### src/rtl/core_output_serializer_if.sv
// Beat stream from the output serializer to the downstream buffer / memory writer.
// One beat carries one core chunk plus its index and an end-of-frame marker.
interface core_output_serializer_if #(
  parameter int unsigned WIDTH      = 16,
  parameter int unsigned CHUNK_SIZE = 4,
  parameter int unsigned NUM_CORES  = 2
);
  localparam int unsigned Beat = WIDTH * CHUNK_SIZE;
  localparam int unsigned IdxW = $clog2(NUM_CORES);

  logic            out_valid;
  logic            out_ready;
  logic [Beat-1:0] out_data;
  logic            out_last;
  logic [IdxW-1:0] out_idx;

  // Serializer side
  modport master (
    output out_valid,
    output out_data,
    output out_last,
    output out_idx,
    input  out_ready
  );

  // Consumer side
  modport slave (
    input  out_valid,
    input  out_data,
    input  out_last,
    input  out_idx,
    output out_ready
  );
endinterface

### src/rtl/core_output_serializer.sv
// Captures the concatenated per-core result bus on a rising acc_done and streams it
// out one core chunk per beat (chunk 0 first). Edges that arrive while a frame is
// still held are dropped and flagged in a sticky overflow bit.
module core_output_serializer #(
  parameter int unsigned WIDTH      = 16,
  parameter int unsigned CHUNK_SIZE = 4,
  parameter int unsigned NUM_CORES  = 2,
  parameter int unsigned CNT_WIDTH  = 16
) (
  input  logic                                   clk,
  input  logic                                   rst_n,
  input  logic                                   en,
  input  logic                                   acc_done,
  input  logic [WIDTH*CHUNK_SIZE*NUM_CORES-1:0]  in_data,
  core_output_serializer_if.master               out_if,
  output logic                                   busy,
  output logic                                   overflow,
  output logic [CNT_WIDTH-1:0]                   frame_count
);

  localparam int unsigned Beat = WIDTH * CHUNK_SIZE;
  localparam int unsigned IdxW = $clog2(NUM_CORES);
  localparam logic [IdxW-1:0] LastIdx = IdxW'(NUM_CORES - 1);

  localparam logic StIdle = 1'b0;
  localparam logic StSend = 1'b1;

  logic                           state_q, state_d;
  logic [IdxW-1:0]                idx_q, idx_d;
  logic [NUM_CORES-1:0][Beat-1:0] shadow_q, shadow_d;
  logic                           acc_done_q;  // previous-cycle acc_done for edge detect
  logic                           ovf_q, ovf_d;
  logic [CNT_WIDTH-1:0]           cnt_q, cnt_d;

  logic cap;
  logic sending;
  logic hs;
  logic at_last;

  assign cap     = en & acc_done & ~acc_done_q;
  assign sending = (state_q == StSend);
  assign hs      = sending & out_if.out_ready;
  assign at_last = (idx_q == LastIdx);

  // Next-state: capture, beat advance, back-to-back reload and overflow detection
  always_comb begin
    state_d  = state_q;
    idx_d    = idx_q;
    shadow_d = shadow_q;
    ovf_d    = ovf_q;
    cnt_d    = cnt_q;
    case (state_q)
      StIdle: begin
        if (cap) begin
          shadow_d = in_data;
          idx_d    = '0;
          state_d  = StSend;
        end
      end
      StSend: begin
        if (hs && !at_last) begin
          idx_d = idx_q + IdxW'(1);
        end else if (hs && at_last) begin
          cnt_d = cnt_q + CNT_WIDTH'(1);
          idx_d = '0;
          if (cap) begin
            // New frame lands exactly as the old one finishes: no gap, no loss
            shadow_d = in_data;
          end else begin
            state_d = StIdle;
          end
        end
        if (cap && !(hs && at_last)) begin
          ovf_d = 1'b1;
        end
      end
      default: state_d = StIdle;
    endcase
  end

  // State registers with synchronous active-low reset
  always_ff @(posedge clk) begin
    if (!rst_n) begin
      state_q    <= StIdle;
      idx_q      <= '0;
      shadow_q   <= '0;
      acc_done_q <= 1'b0;
      ovf_q      <= 1'b0;
      cnt_q      <= '0;
    end else begin
      state_q    <= state_d;
      idx_q      <= idx_d;
      shadow_q   <= shadow_d;
      acc_done_q <= acc_done;
      ovf_q      <= ovf_d;
      cnt_q      <= cnt_d;
    end
  end

  // Outputs are forced to zero outside SEND so the stream is quiet when idle
  assign out_if.out_valid = sending;
  assign out_if.out_data  = sending ? shadow_q[idx_q] : '0;
  assign out_if.out_idx   = sending ? idx_q : '0;
  assign out_if.out_last  = sending & at_last;
  assign busy             = sending;
  assign overflow         = ovf_q;
  assign frame_count      = cnt_q;

endmodule

### src/flat_wrapper.sv
// flat-port wrapper written by rule: the top's interface ports become plain ports
module core_output_serializer_flat 
#(
  parameter int unsigned WIDTH      = 16,
  parameter int unsigned CHUNK_SIZE = 4,
  parameter int unsigned NUM_CORES  = 2,
  parameter int unsigned CNT_WIDTH  = 16
)
  (clk, rst_n, en, acc_done, in_data, busy, overflow, frame_count, out_if_out_valid, out_if_out_data, out_if_out_last, out_if_out_idx, out_if_out_ready);
  core_output_serializer_if #(.WIDTH(WIDTH), .CHUNK_SIZE(CHUNK_SIZE), .NUM_CORES(NUM_CORES)) out_if_i ();
  input  logic clk;
  input  logic rst_n;
  input  logic en;
  input  logic acc_done;
  input  logic [WIDTH*CHUNK_SIZE*NUM_CORES-1:0] in_data;
  output logic busy;
  output logic overflow;
  output logic [CNT_WIDTH-1:0] frame_count;
  output wire logic [$bits(out_if_i.out_valid)-1:0] out_if_out_valid;
  output wire logic [$bits(out_if_i.out_data)-1:0] out_if_out_data;
  output wire logic [$bits(out_if_i.out_last)-1:0] out_if_out_last;
  output wire logic [$bits(out_if_i.out_idx)-1:0] out_if_out_idx;
  input wire logic [$bits(out_if_i.out_ready)-1:0] out_if_out_ready;
  assign out_if_out_valid = out_if_i.out_valid;
  assign out_if_out_data = out_if_i.out_data;
  assign out_if_out_last = out_if_i.out_last;
  assign out_if_out_idx = out_if_i.out_idx;
  assign out_if_i.out_ready = out_if_out_ready;
  core_output_serializer #(.WIDTH(WIDTH), .CHUNK_SIZE(CHUNK_SIZE), .NUM_CORES(NUM_CORES), .CNT_WIDTH(CNT_WIDTH)) u_core (.clk(clk), .rst_n(rst_n), .en(en), .acc_done(acc_done), .in_data(in_data), .out_if(out_if_i), .busy(busy), .overflow(overflow), .frame_count(frame_count));
endmodule
### config.mk
export PLATFORM = sky130hd
export DESIGN_NAME = core_output_serializer_flat
export DESIGN_NICKNAME = d
export VERILOG_FILES = /design/src/rtl/core_output_serializer_if.sv /design/src/rtl/core_output_serializer.sv /design/src/flat_wrapper.sv
export SDC_FILE = /design/constraint.sdc
export NUM_CORES = 1
export LEC_CHECK = 0
export BUFFER_PORTS_ARGS = -buffer_cell sky130_fd_sc_hd__clkbuf_2
export CAP_MARGIN = 20
export CORE_MARGIN = 1.5
export CORE_UTILIZATION = 50
export CTS_CLUSTER_DIAMETER = 200
export DETAILED_ROUTE_END_ITERATION = 8
export GPL_TIMING_DRIVEN = 0
export HOLD_SLACK_MARGIN = 0.02
export PLACE_DENSITY_LB_ADDON = 0.15
export SLEW_MARGIN = 15
export SYNTH_ARGS = -nofsm -noshare
export SYNTH_HDL_FRONTEND = slang
export SYNTH_SLANG_ARGS = --single-unit
### constraint.sdc
create_clock -name clk -period 2 [get_ports clk]
set_input_delay 0.2 -clock clk [delete_from_list [all_inputs] [get_ports clk]]
set_output_delay 0.2 -clock clk [all_outputs]
set_load 0.005 [all_outputs]
# Word-level counts from Yosys, hierarchy flattened
# Index checks and enable logic that the tools add are counted.
# op_classes
muxes,16
bitwise,7
n_reduce_logical,9
n_addsub,2
n_eq_ne,4
magnitude_cmp,1
# ops
cell,n
2-to-1 mux 128 bit,3
case mux 128 bit (2 select lines),1
2-to-1 mux 64 bit,3
"adder 16 x 1 -> 16 bit, second input constant",1
2-to-1 mux 1 bit,7
AND reduction 2 bit,3
AND 1 bit,4
"!= test 2 bit, second input constant",2
case mux 1 bit (2 select lines),2
logical AND 1 bit,3
"!= test 3 bit, second input constant",1
inverter 1 bit,3
AND reduction 3 bit,1
zero test 1 bit,2
"less-than comparator 1 x 2 -> 1 bit, second input constant",1
"!= test 2 x 1 -> 1 bit, second input constant",1
"adder 1 bit, second input constant",1
# totals
ff_bits,148
output_inout_bits,85
elab_cells,46
inputBits,133

# Longest topological paths before layout
# logic_depth
depth_word,6
depth_mapped,7
depth_no_buf,5

# Worst setup path before layout
# Ideal clock, no wire load.
# synth_timing
path_kind,reg2reg
from,"register u_core.cnt_q[0], in the netlist u_core.frame_count[0]"
to,"register u_core.cnt_q[12], in the netlist u_core.frame_count[12]"
setup_slack_ns,0.402
path_stages_with_launch,6
required_ns,1.930
t_arrival_ns,1.528
period_less_slack_ns,1.598
setup_time_ns,0.070
n_path_buf,0
path_cell_list,dfxtp_1 > ha_1 > nand4_2 > or3_4 > or3_1 > a21oi_1
# synth_via
elab_chain_cells,1
# synth_lines
item,line_no,text
start: declaration,core_output_serializer.sv:33,"logic [CNT_WIDTH-1:0] cnt_q, cnt_d;"
start signal: assignment,core_output_serializer.sv:96,cnt_q <= cnt_d;
adder 16 x 1 -> 16 bit,core_output_serializer.sv:64,cnt_d = cnt_q + CNT_WIDTH'(1);
# Every way passes these cells.
# A chain may end at the register's enable or synchronous reset.

# Final worst setup path
# layout_timing
from,"register u_core.idx_q, in the netlist u_core.at_last"
to,output port out_if_out_data[37]
# layout_via
elab_chain_cells,3
# layout_lines
item,line_no,text
start: declaration,core_output_serializer.sv:29,"logic [IdxW-1:0] idx_q, idx_d;"
start signal: assignment,core_output_serializer.sv:92,idx_q <= idx_d;
2-to-1 mux 64 bit (implied by the code) (2 in series),core_output_serializer.sv:102,assign out_if.out_data = sending ? shadow_q[idx_q] : '0;
2-to-1 mux 64 bit,core_output_serializer.sv:102,
end: declaration,flat_wrapper.sv:20,output wire logic [$bits(out_if_i.out_data)-1:0] out_if_out_data;
# Every way passes these cells. The select of a mux whose other input is x is not followed.

==> impl_metrics.ini <==
[place]
dpl_cell_area_sq_um = 7770
pre_cts_slack_ns = 0.0523
hpwl_microns = 12400
portBuffers = 217
place_congestion = 0.808

[critical_path]
worstSetupPathType = register to primary output
crit_arrival_ns = 1.74
worstPathMaxFanout = 10
cpMaxStageDelayCell = dfxtp_1
crit_top_cell = buf_6
cp-start-kind = register
critPathMaxStageDelay_ns = 0.31
end_kind = primary output
crit_chain = buf_4 > buf_6 > buf_6 > mux2i_1 > nor2b_1 > clkbuf_2
cp.required_ns = 1.80

[cts]
htree_levels = 4
cts_sinks = 148
clock_path_buffers = 2
cts_tree = done
clk_latency_ns = 0.42
cts_buffers = 17
cts-root-buf = clkbuf_16
cts_setup_buffers = 0
clkTransAtPathRegs_ns = 0.06

[detailed_routing]
ant_nets = 0
routedWlPerCell_microns = 14.4
vias_per_cell = 5.04
drt-total-wl_microns = 19300
drtIter0Drc = 365
firstDrtPassIters = 5
drc = 0
vias = 6734

[logic_synthesis]
syn-num-nets = 939
ys_types = 34
netlist_instances = 805
yosysWarningCount = 0
ys_seq_area_share_pct = 45.8
netlist_area_sq_um = 6470
synth-seq-cells = 148
synth_area_per_cell_sq_um = 8.04

[sta]
fmax_mhz = 515
fin_hold_ws_ns = 0.0250
hold_violations = 0
worst_slack_ns = 0.0569
fin_crit_sh_pct = 97.2
clock_skew_ns = 0.00536
period_needed_ns = 1.94
slew_headroom_pct = 58.3
drv_slew = 0
worst_pin_slew_ns = 0.626
setup_viol_count_final = 0

[global_routing]
grt_pass1_wl_microns = 30100
grt_busiest_layer = met2
met3_usage_pct = 5.55
first_global_vias = 6448
antenna_found_initial = 0
grt_use_total_pct = 28.4
global_route.usage.met1_pct = 34.5
grt_remaining_overflow = 0
use_met2_pct = 49.2
grt_start_max_net_pins = 17

[die]
initial_utilization_pct = 51.3
dieArea_sq_um = 13600
rows = 41
coreArea_sq_um = 12600
die_w_microns = 117
die_y_microns = 117
io_pins = 218

[finish]
syn_to_final_growth_pct = 46.4
diodes = 0
design_area_sq_um = 9470
nets = 1285
drive_above_1_share_pct = 25.5
finish.utilization_pct = 75.1

[outcome]
status = completed

[power]
power_w = 0.00693
power_density_nw_per_um2 = 731
irDropWorstVdd_uv = 512
p_leak_nw = 3.81

[hold_path]
min_path_type = input port to register

[run]
max-cap-violations = 0
[cell type report]
cell class,count,area (sq um)
well taps,172,215
clock buffers,26,489
repair buffers,327,2190
plain buffers,61,415
fillers,964,3150
inverters,5,18.8
clock inverters,5,50.0
flip-flops and latches,148,2960
multi-input cells,591,3140
[critical path, delay by kind of cell (launching register included)]
family | cells | cell delay, ns
buf+inv | 4 | 0.67
flops | 1 | 0.31
mux | 1 | 0.26
simple gates | 1 | 0.08
[where the power goes]
group          internal, W  switching, W
logic             0.000449      0.000418
clock network      0.00179       0.00115
registers          0.00306     0.0000581
[cells in the final DEF (no fill, tap or decap), types with 6 or more instances in the layout]
| cell | n |
|---|---|
| clkbuf_16 | 17 |
| nor2_1 | 16 |
| xnor2_1 | 7 |
| buf_2 | 9 |
| dlygate4sd3_1 | 110 |
| buf_4 | 6 |
| nand3_1 | 6 |
| mux2i_1 | 67 |
| nor2b_1 | 64 |
| dfxtp_1 | 148 |
| buf_6 | 17 |
| a21oi_1 | 132 |
| clkbuf_2 | 231 |
| clkbuf_1 | 18 |
| nand2_1 | 262 |
[flip-flops by register name, summed over array words and instances, names as in the netlist]
name,flops
u_core.acc_done_q,1
u_core.at_last,1
u_core.busy,1
u_core.frame_count,16
u_core.overflow,1
u_core.shadow_q,128
[Yosys cell counts (all sizes together)]
cell type	number	area, sq um
a21oi	132	661
nand2	262	983
nor2	16	60.1
or2	1	6.26
nor4	3	18.8
mux2i	67	671
nor3b	1	7.51
a31o	1	8.76
inv	5	18.8
buf	32	250
o211ai	1	7.51
and2	4	25.0
nor2b	64	400
clkbuf	29	109
xor2	3	26.3
o21ai	3	15.0
or3	3	23.8
nor3	4	20.0
ha	1	12.5
nand3	7	40.0
xnor2	7	61.3
dfxtp	148	2960
nand4	5	37.5
nand3b	1	7.51
a21boi	1	7.51
and4	2	17.5
nand2b	2	12.5
[final timing paths]
path / from / slack [ns] / cells past startpoint / endpoint
max: u_core.at_last / 0.06 / 6 / out_if_out_data[37]
min: in_data[34] / 0.02 / 3 / u_core.shadow_q[34]
max reg2reg: u_core.busy / 0.18 / 7 / u_core.shadow_q[47]
min reg2reg: u_core.shadow_q[23] / 0.45 / 2 / u_core.shadow_q[23]
[stage by stage]
stage	std cells	setup TNS [ns]
floorplan	805	0
global placement	1194	0
detailed placement	1194	0
CTS	1331	0
global route	1335	-0.0318
finish	1335	0
[cells by family (layout without fill, tap and decap cells)]
| family | count (synthesis) | in the layout | synth area share, % |
|---|---|---|---|
| fa+ha+maj | 1 | 1 | 0.193 |
| flops | 148 | 148 | 45.8 |
| mux | 67 | 67 | 10.4 |
| compound gates | 138 | 138 | 10.8 |
| xor+xnor | 10 | 10 | 1.35 |
| buf+inv | 66 | 424 | 5.84 |
| simple gates | 375 | 375 | 25.7 |
[layer usage]
layer,part of all wire [%],vias to the layer above
met1,44,3117
met2,49,256
li1,-,3320
met4,2.1,0
met3,5.3,41
met5,0,-
[timing repair]
action | CTS | global route
gates resized for setup | 17 | 26
setup endpoints to repair | 51 | 133
hold buffers | 106 | 4
hold endpoints to repair | 106 | 4
pin swaps | 0 | 0
Power figures use the tool's default switching activity.
